`config.mk`:
```
export PLATFORM = sky130hd
export DESIGN_NAME = nn_infer_sched
export DESIGN_NICKNAME = d
export VERILOG_FILES = /design/src/rtl/nn_pkg.sv /design/src/rtl/nn_mac.sv /design/src/rtl/nn_infer_sched.sv
export SDC_FILE = /design/constraint.sdc
export NUM_CORES = 1
export LEC_CHECK = 0
export CAP_MARGIN = 20
export CORE_UTILIZATION = 55
export DETAILED_ROUTE_END_ITERATION = 10
export PLACE_DENSITY = 0.77
export SLEW_MARGIN = 20
export SYNTH_ARGS = -nofsm -noshare
export SYNTH_HDL_FRONTEND = slang
export SYNTH_HIERARCHICAL = 1
export SYNTH_SLANG_ARGS = --single-unit
export TNS_END_PERCENT = 10
```
`constraint.sdc`:
```
create_clock -name clk_i -period 5 [get_ports clk_i]
set_input_delay 0.5 -clock clk_i [delete_from_list [all_inputs] [get_ports clk_i]]
set_output_delay 0.5 -clock clk_i [all_outputs]
set_load 0.02 [all_outputs]
```
`src/rtl/nn_pkg.sv`:
```
// Shared constants, state encoding and helpers for the 4-8-1 MLP inference scheduler.
package nn_pkg;

  localparam int N_IN       = 4;
  localparam int N_HID      = 8;
  localparam int X_W        = 4;
  localparam int W_W        = 8;
  localparam int H_W        = X_W + W_W + 2;
  localparam int R_W        = H_W + W_W + 3;
  localparam int A_W        = 6;
  localparam int OUT_W_BASE = N_IN * N_HID;

  typedef enum logic [2:0] {
    ST_IDLE = 3'd0,
    ST_HID  = 3'd1,
    ST_HST  = 3'd2,
    ST_OUT  = 3'd3,
    ST_DONE = 3'd4
  } state_t;

  function automatic logic [R_W-1:0] abs_diff(input logic [R_W-1:0] a, input logic [R_W-1:0] b);
    return (a >= b) ? (a - b) : (b - a);
  endfunction

endpackage

```
`src/rtl/nn_mac.sv`:
```
// Shared multiply-accumulate unit: one unsigned product per enabled cycle into a result-width accumulator.
module nn_mac #(
  parameter int OP_W = 14,
  parameter int W_W  = 8,
  parameter int R_W  = 25
) (
  input  logic            clk_i,
  input  logic            rst_i,
  input  logic            en_i,
  input  logic            clr_i,
  input  logic            acc_i,
  input  logic [OP_W-1:0] a_i,
  input  logic [W_W-1:0]  b_i,
  output logic [R_W-1:0]  acc_o
);

  localparam int P_W = OP_W + W_W;

  logic [P_W-1:0] prod;

  assign prod = P_W'(a_i) * P_W'(b_i);

  always_ff @(posedge clk_i or posedge rst_i) begin
    if (rst_i) begin
      acc_o <= '0;
    end else if (en_i) begin
      if (clr_i) begin
        acc_o <= '0;
      end else if (acc_i) begin
        acc_o <= acc_o + R_W'(prod);
      end
    end
  end

endmodule

```
`src/rtl/nn_infer_sched.sv`:
```
// Time-multiplexed 4-8-1 MLP inference scheduler driving one shared MAC over an external weight memory.
// Optional loss output (|result - target|) is built when NN_SCHED_LOSS_EN is defined.
//
// state | meaning
// IDLE  | waiting for start_i; latches inputs and clears the accumulator
// HID   | hidden MAC step, address h*N_IN+i
// HST   | store exact hidden sum into hid[h], clear accumulator
// OUT   | output MAC step, address OUT_W_BASE+h, operand hid[h]
// DONE  | register result (and loss); done_o pulses on the following cycle
module nn_infer_sched
  import nn_pkg::*;
(
  input  logic                clk_i,
  input  logic                rst_i,
  input  logic                en_i,
  input  logic                start_i,
  input  logic [N_IN*X_W-1:0] x_i,
  output logic [A_W-1:0]      w_addr_o,
  input  logic [W_W-1:0]      w_data_i,
`ifdef NN_SCHED_LOSS_EN
  input  logic [R_W-1:0]      target_i,
  output logic [R_W-1:0]      loss_o,
`endif
  output logic                busy_o,
  output logic                done_o,
  output logic [R_W-1:0]      result_o,
  output logic [2:0]          state_o
);

  localparam int I_W  = $clog2(N_IN);
  localparam int HI_W = $clog2(N_HID);

  state_t          state;
  logic [I_W-1:0]  i_q;
  logic [HI_W-1:0] h_q;
  logic [X_W-1:0]  x_q   [N_IN];
  logic [H_W-1:0]  hid_q [N_HID];

  logic            mac_clr;
  logic            mac_acc;
  logic [H_W-1:0]  mac_a;
  logic [R_W-1:0]  acc;
  logic            last_i;
  logic            last_h;

  assign last_i  = (i_q == I_W'(N_IN - 1));
  assign last_h  = (h_q == HI_W'(N_HID - 1));
  assign state_o = state;

  always_comb begin
    mac_clr = ((state == ST_IDLE) && start_i) || (state == ST_HST);
    mac_acc = (state == ST_HID) || (state == ST_OUT);
    mac_a   = (state == ST_OUT) ? hid_q[h_q] : H_W'(x_q[i_q]);
  end

  nn_mac #(
    .OP_W(H_W),
    .W_W (W_W),
    .R_W (R_W)
  ) u_mac (
    .clk_i (clk_i),
    .rst_i (rst_i),
    .en_i  (en_i),
    .clr_i (mac_clr),
    .acc_i (mac_acc),
    .a_i   (mac_a),
    .b_i   (w_data_i),
    .acc_o (acc)
  );

  // w_addr_o is registered, so each transition loads the address of the next MAC step.
  always_ff @(posedge clk_i or posedge rst_i) begin
    if (rst_i) begin
      state    <= ST_IDLE;
      i_q      <= '0;
      h_q      <= '0;
      w_addr_o <= '0;
      busy_o   <= 1'b0;
      done_o   <= 1'b0;
      result_o <= '0;
      for (int k = 0; k < N_IN; k++) x_q[k] <= '0;
      for (int k = 0; k < N_HID; k++) hid_q[k] <= '0;
    end else if (en_i) begin
      done_o <= 1'b0;
      case (state)
        ST_IDLE: begin
          if (start_i) begin
            for (int k = 0; k < N_IN; k++) x_q[k] <= x_i[k*X_W +: X_W];
            i_q      <= '0;
            h_q      <= '0;
            w_addr_o <= '0;
            busy_o   <= 1'b1;
            state    <= ST_HID;
          end
        end
        ST_HID: begin
          if (last_i) begin
            state <= ST_HST;
          end else begin
            i_q      <= i_q + 1'b1;
            w_addr_o <= w_addr_o + 1'b1;
          end
        end
        ST_HST: begin
          hid_q[h_q] <= acc[H_W-1:0];
          i_q        <= '0;
          if (last_h) begin
            h_q      <= '0;
            w_addr_o <= A_W'(OUT_W_BASE);
            state    <= ST_OUT;
          end else begin
            h_q      <= h_q + 1'b1;
            w_addr_o <= A_W'((int'(h_q) + 1) * N_IN);
            state    <= ST_HID;
          end
        end
        ST_OUT: begin
          if (last_h) begin
            w_addr_o <= '0;
            state    <= ST_DONE;
          end else begin
            h_q      <= h_q + 1'b1;
            w_addr_o <= w_addr_o + 1'b1;
          end
        end
        ST_DONE: begin
          result_o <= acc;
          done_o   <= 1'b1;
          busy_o   <= 1'b0;
          state    <= ST_IDLE;
        end
        default: begin
          busy_o <= 1'b0;
          state  <= ST_IDLE;
        end
      endcase
    end
  end

`ifdef NN_SCHED_LOSS_EN
  logic [R_W-1:0] target_q;

  always_ff @(posedge clk_i or posedge rst_i) begin
    if (rst_i) begin
      target_q <= '0;
      loss_o   <= '0;
    end else if (en_i) begin
      if ((state == ST_IDLE) && start_i) target_q <= target_i;
      if (state == ST_DONE) loss_o <= abs_diff(acc, target_q);
    end
  end
`endif

endmodule

```
==> results.toml, run 1 <==
[detailed_routing]
vias = 9965
wl_mm = 34.6
avgViaCountPerCell = 5.82
wl_per_cell_um = 20.2
drtPass1Iterations = 5
antenna_left = 0
drc = 0
drt-initial-drc-count = 596

[clock_tree]
h-tree-depth = 4
cts-root-buf = "clkbuf_16"
cts_tree = "done"
clkTransAtPathRegs_ns = 0.09
clk_path_buf_depth = 2
numCtsBuffers = 17
clkLatencyLatePin_ns = 0.46
cts_sinks = 194

[timing]
tns_ns = -10.81
setup_viol = 19
worstMarginPinSlew_ns = 1.07
slew_viol_final = 0
setup_slack_ns = -0.793
rsz0062_at_grt = "yes"
fmax_mhz = 173
max_slew_margin_pct = 28.4
fin_crit_ns = 5.79
fin_crit_sh_pct = 116
clock_skew_ns = 0.0176
hold_violations = 0

[synth]
seq_area_frac_synth_pct = 36.7
synth.avg_cell_area_um2 = 11.0
synth_area_um2 = 13200
synth_top_area_share_pct = 36.7
ys_warn_count = 6
synth_nets = 1369
synth.most_common_cell = "dfrtp_1"
yosys-top-cells-count = "194 x dfrtp_1, 167 x mux2_2, 155 x inv_1"
synth-main-ff-cell = "dfrtp_1"
async_flop_share_pct = 100
synth_edf_count = 0
yosys.area.top_type = "dfrtp_1"
synthCells = 1198
yosysUniqueCellTypes = 71
yosys-top-cells-area = "dfrtp_1 37%, mux2_2 14%, fa_1 14%, ha_1 4.8%, inv_1 4.4%"
ys_seq_elements = 194

[global_routing]
grt_pass1_wl_mm = 56.7
grt_util_met2_pct = 50.9
grtUsageTotal_pct = 30.4
grt_pass1_vias = 10700
use_met1_pct = 38.6
antenna_found_initial = 0
grt_max_degree = 131
grt-ovfl-total = 0
use_met3_pct = 4.46
grt-busiest-layer = "met2"

[worst_setup_path]
rr_startpoint = "h_q[1]"
path_cells = "buf_12, nor2b_4, a221o_1, a222oi_1, buf_4, o21ai_4, and2_4, fa_1, fa_1, fa_1, inv_1, fa_1, inv_2, ha_4, o211ai_1, o211ai_1, a22oi_2, nand2b_2, buf_4, nor2_1, or3_1"
regToRegEndpoint = "u_mac/acc_o[21]"
startpoint_type = "flip-flop"
arrival_ns = 6.13
end_kind = "flip-flop"
slowest_delay_ns = 0.54
worstPathMaxFanout = 7
worstPathRequired_ns = 5.33
path_class = "reg2reg"
reg2reg_slack_ns = -0.79
crit_path_frequent_cell = "fa_1"
reg2regPathDepth = 21
cp_slowest_cell = "fa_1"

[placed_design]
dp_hpwl_mm = 24.1
place.gp.congestion = 0.913
portBuffers = 63

[die]
coreArea_um2 = 23500
die_area_um2 = 24600
io_pins = 64
rows = 56
initial_core_util_pct = 56.1
die_height_um = 157
die_w_um = 157

[layout]
area_growth_pct = 24.2
diodes = 0
final_nets = 1551
drive_gt1_share_pct = 33.8
nFillCells = 1659

[outcome]
status = "finished, violations left"
violations = "negative setup slack"

[hold_path]
hold_class = "in2async"

[flow_run]
maxCapViolCount = 0
-- what timing repair did --
action / in CTS / in global routing
hold buffers: 0 / 0
pin swaps: 27 / 44
resized for setup: 49 / 27
setup buffers: 7 / 9
gates cloned: 3 / 0
setup endpoints to repair: 18 / 20
-- layer usage --
| layer | wire (um) | part of all wire [%] |
|---|---|---|
| met3 | 1750 | 5.1 |
| met4 | 1410 | 4.1 |
| met1 | 14100 | 41 |
| met2 | 17400 | 50 |
| met5 | 0 | 0 |
-- stage by stage --
stage / util, % / hold WS (ns) / setup slack [ns] / area [um2] / std cells
2_1_floorplan: - / 0.474 / -0.269 / 13400 / 1198
5_1_grt: 69.7 / 0.466 / -0.972 / 16400 / 1712
3_5_place_dp: 65.0 / 0.492 / -0.753 / 15300 / 1663
3_3_place_gp: 64.9 / 0.482 / -0.634 / 15300 / 1662
6_report: 69.7 / 0.442 / -0.793 / 16400 / 1712
4_1_cts: 69.1 / 0.443 / -0.679 / 16300 / 1705
-- cells in the final DEF, fill, tap and decap left out, drive strengths merged, types with 9 or more instances in the layout --
cell	instances
a21oi	35
mux2	167
inv	166
o21ai	39
nand2	90
o21a	11
ha	51
xor2	11
and2	75
buf	156
fa	92
clkdlybuf4s50	63
a22oi	19
dfrtp	194
nor2	34
nor2b	9
nand3	13
mux2i	14
o22ai	12
clkbuf	17
-- logic make-up (layout without fill, tap and decap cells) --
kind of cell               count (synthesis)  after routing  synth area share [%]
adders and majority gates                143            143                  18.8
and+or+nand+nor                          261            261                  10.6
muxes                                    187            187                  16.3
AOI/OAI and AO/OA                        182            182                  9.47
DFF                                      194            194                  36.7
buffers and inverters                    212            407                  6.83
xor gates and xnor gates                  19             19                  1.26
-- area by class of cell --
cell class	instances	area [um2]	area share, %
clock buffers	17	425	2.59
flip-flops and latches	194	4860	29.6
clock inverters	15	223	1.36
multi-input cells	792	7900	48.2
inverters	155	586	3.57
repair buffers	220	2010	12.3
well taps	319	399	2.43
-- state kept, by name, summed over array words and instances (netlist names) --
register     count
done_o           1
state_o          3
result_o        25
i_q              2
busy_o           1
x_q             16
w_addr_o         6
h_q              3
hid_q          112
u_mac/acc_o     25
-- worst max-delay path, delay by kind of cell, from the launching register on --
family | cells | cell delay [ns]
adder cells (fa/ha/maj) | 5 | 2.28
flip-flops | 1 | 0.46
buffers and inverters | 5 | 0.57
AO/OA/AOI/OAI | 6 | 1.58
AND/OR/NAND/NOR | 5 | 0.78
-- worst max path at each step --
| stage | from | endpoint | cells after the start |
|---|---|---|---|
| after detailed placement | h_q[2] | u_mac/acc_o[21] | 20 |
| after global routing | h_q[1] | u_mac/acc_o[21] | 21 |
| after floorplan | h_q[1] | u_mac/acc_o[21] | 21 |
| after CTS | h_q[1] | u_mac/acc_o[21] | 20 |
| after global placement | h_q[1] | u_mac/acc_o[21] | 20 |
| final | h_q[1] | u_mac/acc_o[21] | 21 |
Power of run 1 is left out: the tool's default activity adds up to more than one toggle a clock period on the data nets, which glitch-free logic cannot reach.
==> run 2, diff against run 1 <==
CORE_UTILIZATION = 56   (was 55)
PLACE_DENSITY = 0.78   (was 0.77)
==> run 2 against run 1 <==
The run still ends with negative setup slack left. Cell area decreased by 0.76%. Count of clock-buffer cells in the layout unchanged. Hold slack got worse by 0.049 ns. Global-route usage decreased by 1.0 points. Critical path type unchanged. Largest cell class unchanged.
==> results.toml, run 2 (synthesis gave the netlist of run 1 again) <==
[timing]
fin_crit_sh_pct = 113
fmax_mhz = 177
setup_viol = 18
hold_violations = 0
rsz0062_at_grt = "yes"
worstMarginPinSlew_ns = 1.05
clock_skew_ns = 0.0176
fin_crit_ns = 5.66
slew_viol_final = 0
setup_slack_ns = -0.656
max_slew_margin_pct = 29.7

[layout]
largest_reg_flops = 112
drive_gt1_share_pct = 32.5
design_area_um2 = 16300
area_growth_pct = 23.2
diodes = 0
final_nets = 1539
most-common-layout-cells = "192 x dfrtp_1, 167 x mux2_2, 151 x inv_1"
final_common_cell = "dfrtp_1"
reg_top3 = "hid_q x112, result_o x25, u_mac/acc_o x25"
top_register = "hid_q"

[clock_tree]
clkLatencyLatePin_ns = 0.45
cts_sinks = 194
clkTransAtPathRegs_ns = 0.09
cts_tree = "done"
cts-root-buf = "clkbuf_16"
clk_path_buf_depth = 2
numCtsBuffers = 17
h-tree-depth = 4
ctsHoldBuffers = 0

[worst_setup_path]
path_class = "reg2reg"
end_kind = "flip-flop"
worstPathMaxFanout = 8
slowest_delay_ns = 0.55
path_delay_family = "adder cells"
arrival_ns = 5.96
path_cells = "buf_12, nor2b_4, a221o_1, a222oi_1, buf_4, o21ai_4, nand2_1, fa_1, fa_1, inv_2, fa_1, inv_1, fa_1, inv_2, ha_4, o211ai_1, o211ai_1, a22oi_2, buf_4, a21oi_4, xnor2_1, o21ai_1"
startpoint_type = "flip-flop"
worstPathRequired_ns = 5.30
crit_path_frequent_cell = "fa_1"
cp_slowest_cell = "fa_1"
crit_buf_inv = 6

[detailed_routing]
vias = 9967
drc = 0
wl_per_cell_um = 20.0
avgViaCountPerCell = 5.88
drtPass1Iterations = 5
drt-initial-drc-count = 726
antenna_left = 0
wl_mm = 33.9

[placed_design]
place.gp.congestion = 0.909
portBuffers = 63
dp_hpwl_mm = 23.8
place_area_um2 = 15200

[outcome]
violations = "negative setup slack"
status = "finished, violations left"

[die]
die_area_um2 = 24200
die_w_um = 156
io_pins = 64
coreArea_um2 = 22900
initial_core_util_pct = 57.7
die_height_um = 156
rows = 55

[global_routing]
grt_max_degree = 124
grt_pass1_vias = 10400
antenna_found_initial = 1
grt-ovfl-total = 0
grtUsageTotal_pct = 29.4
grt_pass1_wl_mm = 54.8

[flow_run]
maxCapViolCount = 0

[hold_path]
hold_class = "in2async"
## run 2: worst paths after layout
kind / startpoint / endpoint / slack [ns] / depth (start not counted)
worst min-delay path: rst_i / result_o[21] / 0.39 / 2
max in group asynchronous: rst_i / hid_q[25] / 3.37 / 4
worst max register to register: h_q[1] / u_mac/acc_o[23] / -0.66 / 22
min in group clk_i: hid_q[94] / hid_q[94] / 0.51 / 1
worst min register to register: hid_q[94] / hid_q[94] / 0.51 / 1
worst max-delay path: h_q[1] / u_mac/acc_o[23] / -0.66 / 22
## run 2: metrics by stage
stage | util [%] | hold slack, ns | TNS, ns | cells | setup slack (ns)
floorplan | - | 0.474 | -1.21 | 1198 | -0.269
global placement | 66.3 | 0.482 | -8.90 | 1649 | -0.661
detailed placement | 66.4 | 0.490 | -9.51 | 1650 | -0.703
CTS | 70.0 | 0.440 | -7.25 | 1685 | -0.570
global route | 71.0 | 0.419 | -12.58 | 1694 | -0.860
finish | 71.0 | 0.393 | -8.90 | 1694 | -0.656
## run 2: final cells by class
class	instances	area, um2
fillers	1535	6640
multi-input cells	792	7870
clock inverters	15	219
flip-flops and latches	194	4860
well taps	313	392
repair buffers	208	1930
inverters	155	586
clock buffers	17	425
## run 2: worst reg2reg max path, cell delays in order, from the launching register on
cell and delay (ns):
dfrtp_2 0.45, buf_12 0.15, nor2b_4 0.13, a221o_1 0.31, a222oi_1 0.38, buf_4 0.20
o21ai_4 0.12, nand2_1 0.10, fa_1 0.45, fa_1 0.54, inv_2 0.04, fa_1 0.55
inv_1 0.06, fa_1 0.52, inv_2 0.06, ha_4 0.30, o211ai_1 0.12, o211ai_1 0.35
a22oi_2 0.16, buf_4 0.18, a21oi_4 0.13, xnor2_1 0.14, o21ai_1 0.08
## run 2: layer usage
metal  part of all wire, %  vias to the layer above  global-route usage (%)
met5                     0                        -                       0
met4                   3.8                        0                    13.0
met3                   4.9                      114                    4.69
met2                    50                      333                    49.5
met1                    41                     5121                    37.5
li1                      -                     4399                       -
## run 2: repair_timing
action | CTS | global route
setup buffers | 3 | 7
pin swaps | 16 | 29
endpoints found under the setup margin | 19 | 19
resized for setup | 31 | 35
cloned | 0 | 1
Power of run 2 is left out for the same reason.
==> run 3, diff against run 2 <==
GPL_TIMING_DRIVEN = 0   (was default)
==> run 3 against run 2 <==
The run still ends with negative setup slack left. Via count is 1.9% lower. Non-clock buffer count decreased by 53. Hold slack better by 0.12 ns. Cell area fell by 3.6%. Global-route usage up 0.51 points. Critical path type unchanged. Highest routed layer unchanged.
==> results.toml, run 3 (synthesis gave the netlist of run 1 again) <==
[global_routing]
grt_pass1_wl_mm = 55.3
antenna_found_initial = 1
grt_pass1_vias = 10400
grtUsageTotal_pct = 29.9
grt_max_degree = 35
grt-ovfl-total = 0

[layout]
most-common-layout-cells = "193 x dfrtp_1, 167 x mux2_2, 149 x inv_1"
diodes = 0
nFillCells = 1666
seqCellArea_um2 = 4860
final_common_cell = "dfrtp_1"
drive_gt1_share_pct = 28.8
final_nets = 1486
multi_input_area_um2 = 7870
final_cells = 1641
largest_reg_flops = 112
top_register = "hid_q"
area_growth_pct = 18.8
reg_top3 = "hid_q x112, result_o x25, u_mac/acc_o x25"
utilization_pct = 68.5

[worst_setup_path]
cp.depth = 20
end_kind = "flip-flop"
path_delay_family = "adder cells"
arrival_ns = 6.22
slowest_delay_ns = 0.66
path_cells = "buf_6, nor2b_4, a221o_1, a222oi_1, o21ai_4, and2_4, fa_1, fa_1, fa_1, inv_1, fa_1, inv_1, ha_2, a21oi_2, o211ai_1, buf_4, a22oi_2, nand2b_4, nor4b_4, or3_1"
cp_slowest_cell = "a222oi_1"
crit_path_frequent_cell = "fa_1"
worstPathRequired_ns = 5.33
crit_buf_inv = 4
reg2regPathDepth = 20
worstPathMaxFanout = 7
path_class = "reg2reg"
startpoint_type = "flip-flop"

[timing]
hold_violations = 0
slew_viol_final = 0
rsz0062_at_grt = "yes"
clock_skew_ns = 0.0194
setup_viol = 18
max_slew_margin_pct = 45.6
fin_crit_sh_pct = 118
fmax_mhz = 170
setup_slack_ns = -0.893
worstMarginPinSlew_ns = 0.810
fin_crit_ns = 5.89
tns_ns = -11.70

[clock_tree]
ctsHoldBuffers = 0
clk_path_buf_depth = 2
cts_tree = "done"
cts_sinks = 194
h-tree-depth = 4
clkTransAtPathRegs_ns = 0.09
clkLatencyLatePin_ns = 0.46
cts-root-buf = "clkbuf_16"
numCtsBuffers = 17

[placed_design]
dp_hpwl_mm = 24.3
dp_cells = 1579
place.gp.congestion = 0.899
place_ws_ns = -1.30
portBuffers = 63

[detailed_routing]
drt-initial-drc-count = 724
wl_per_cell_um = 20.8
drc = 0
avgViaCountPerCell = 5.96
wl_mm = 34.1
antenna_left = 0
vias = 9781
drtPass1Iterations = 5

[flow_run]
maxCapViolCount = 0

[die]
initial_core_util_pct = 57.7
die_w_um = 156
io_pins = 64
coreArea_um2 = 22900
die_height_um = 156
rows = 55
die_area_um2 = 24200

[outcome]
status = "finished, violations left"
violations = "negative setup slack"

[hold_path]
hold_class = "in2async"
[run 3: what timing repair did]
action	CTS	global route
buffers inserted	23	9
hold endpoints to repair	0	0
pin swaps	34	17
gates resized for setup	52	27
endpoints found under the setup margin	20	19
[run 3: final timing paths]
check / slack [ns] / to / startpoint
max in group asynchronous: 3.69 / hid_q[42] / rst_i
worst min register to register: 0.51 / x_q[2] / x_q[2]
worst max register to register: -0.89 / u_mac/acc_o[21] / h_q[1]
min in group clk_i: 0.51 / x_q[2] / x_q[2]
worst max-delay path: -0.89 / u_mac/acc_o[21] / h_q[1]
worst min-delay path: 0.51 / u_mac/acc_o[22] / rst_i
[run 3: routing by layer]
metal / vias up / global-route usage (%) / wire length [um]
met1: 4983 / 38.8 / 14100
met3: 104 / 4.14 / 1800
li1: 4298 / - / -
met5: - / 0 / 0
met4: 0 / 12.9 / 1280
met2: 396 / 50.3 / 16900
[run 3: metrics by stage]
step	hold slack [ns]	area [um2]
after floorplan	0.474	13400
after global placement	0.483	14400
after detailed placement	0.491	14500
after CTS	0.506	15500
after global routing	0.520	15700
final	0.508	15700
[run 3: worst register-to-register path, stage by stage, from the launching register on]
cell	delay (ns)
dfrtp_1	0.40
buf_6	0.15
nor2b_4	0.14
a221o_1	0.31
a222oi_1	0.66
o21ai_4	0.21
and2_4	0.22
fa_1	0.52
fa_1	0.44
fa_1	0.50
inv_1	0.05
fa_1	0.47
inv_1	0.05
ha_2	0.33
a21oi_2	0.22
o211ai_1	0.13
buf_4	0.17
a22oi_2	0.27
nand2b_4	0.08
nor4b_4	0.13
or3_1	0.34
[run 3: area by class of cell]
type | instances | area share (%)
Buffer | 55 | 2.42
Clock buffer | 17 | 2.71
Clock inverter | 15 | 1.31
Inverter | 155 | 3.73
Multi-Input combinational cell | 792 | 50.1
Sequential cell | 194 | 30.9
Tap cell | 313 | 2.49
Timing Repair Buffer | 100 | 6.31
Power of run 3 is left out for the same reason.
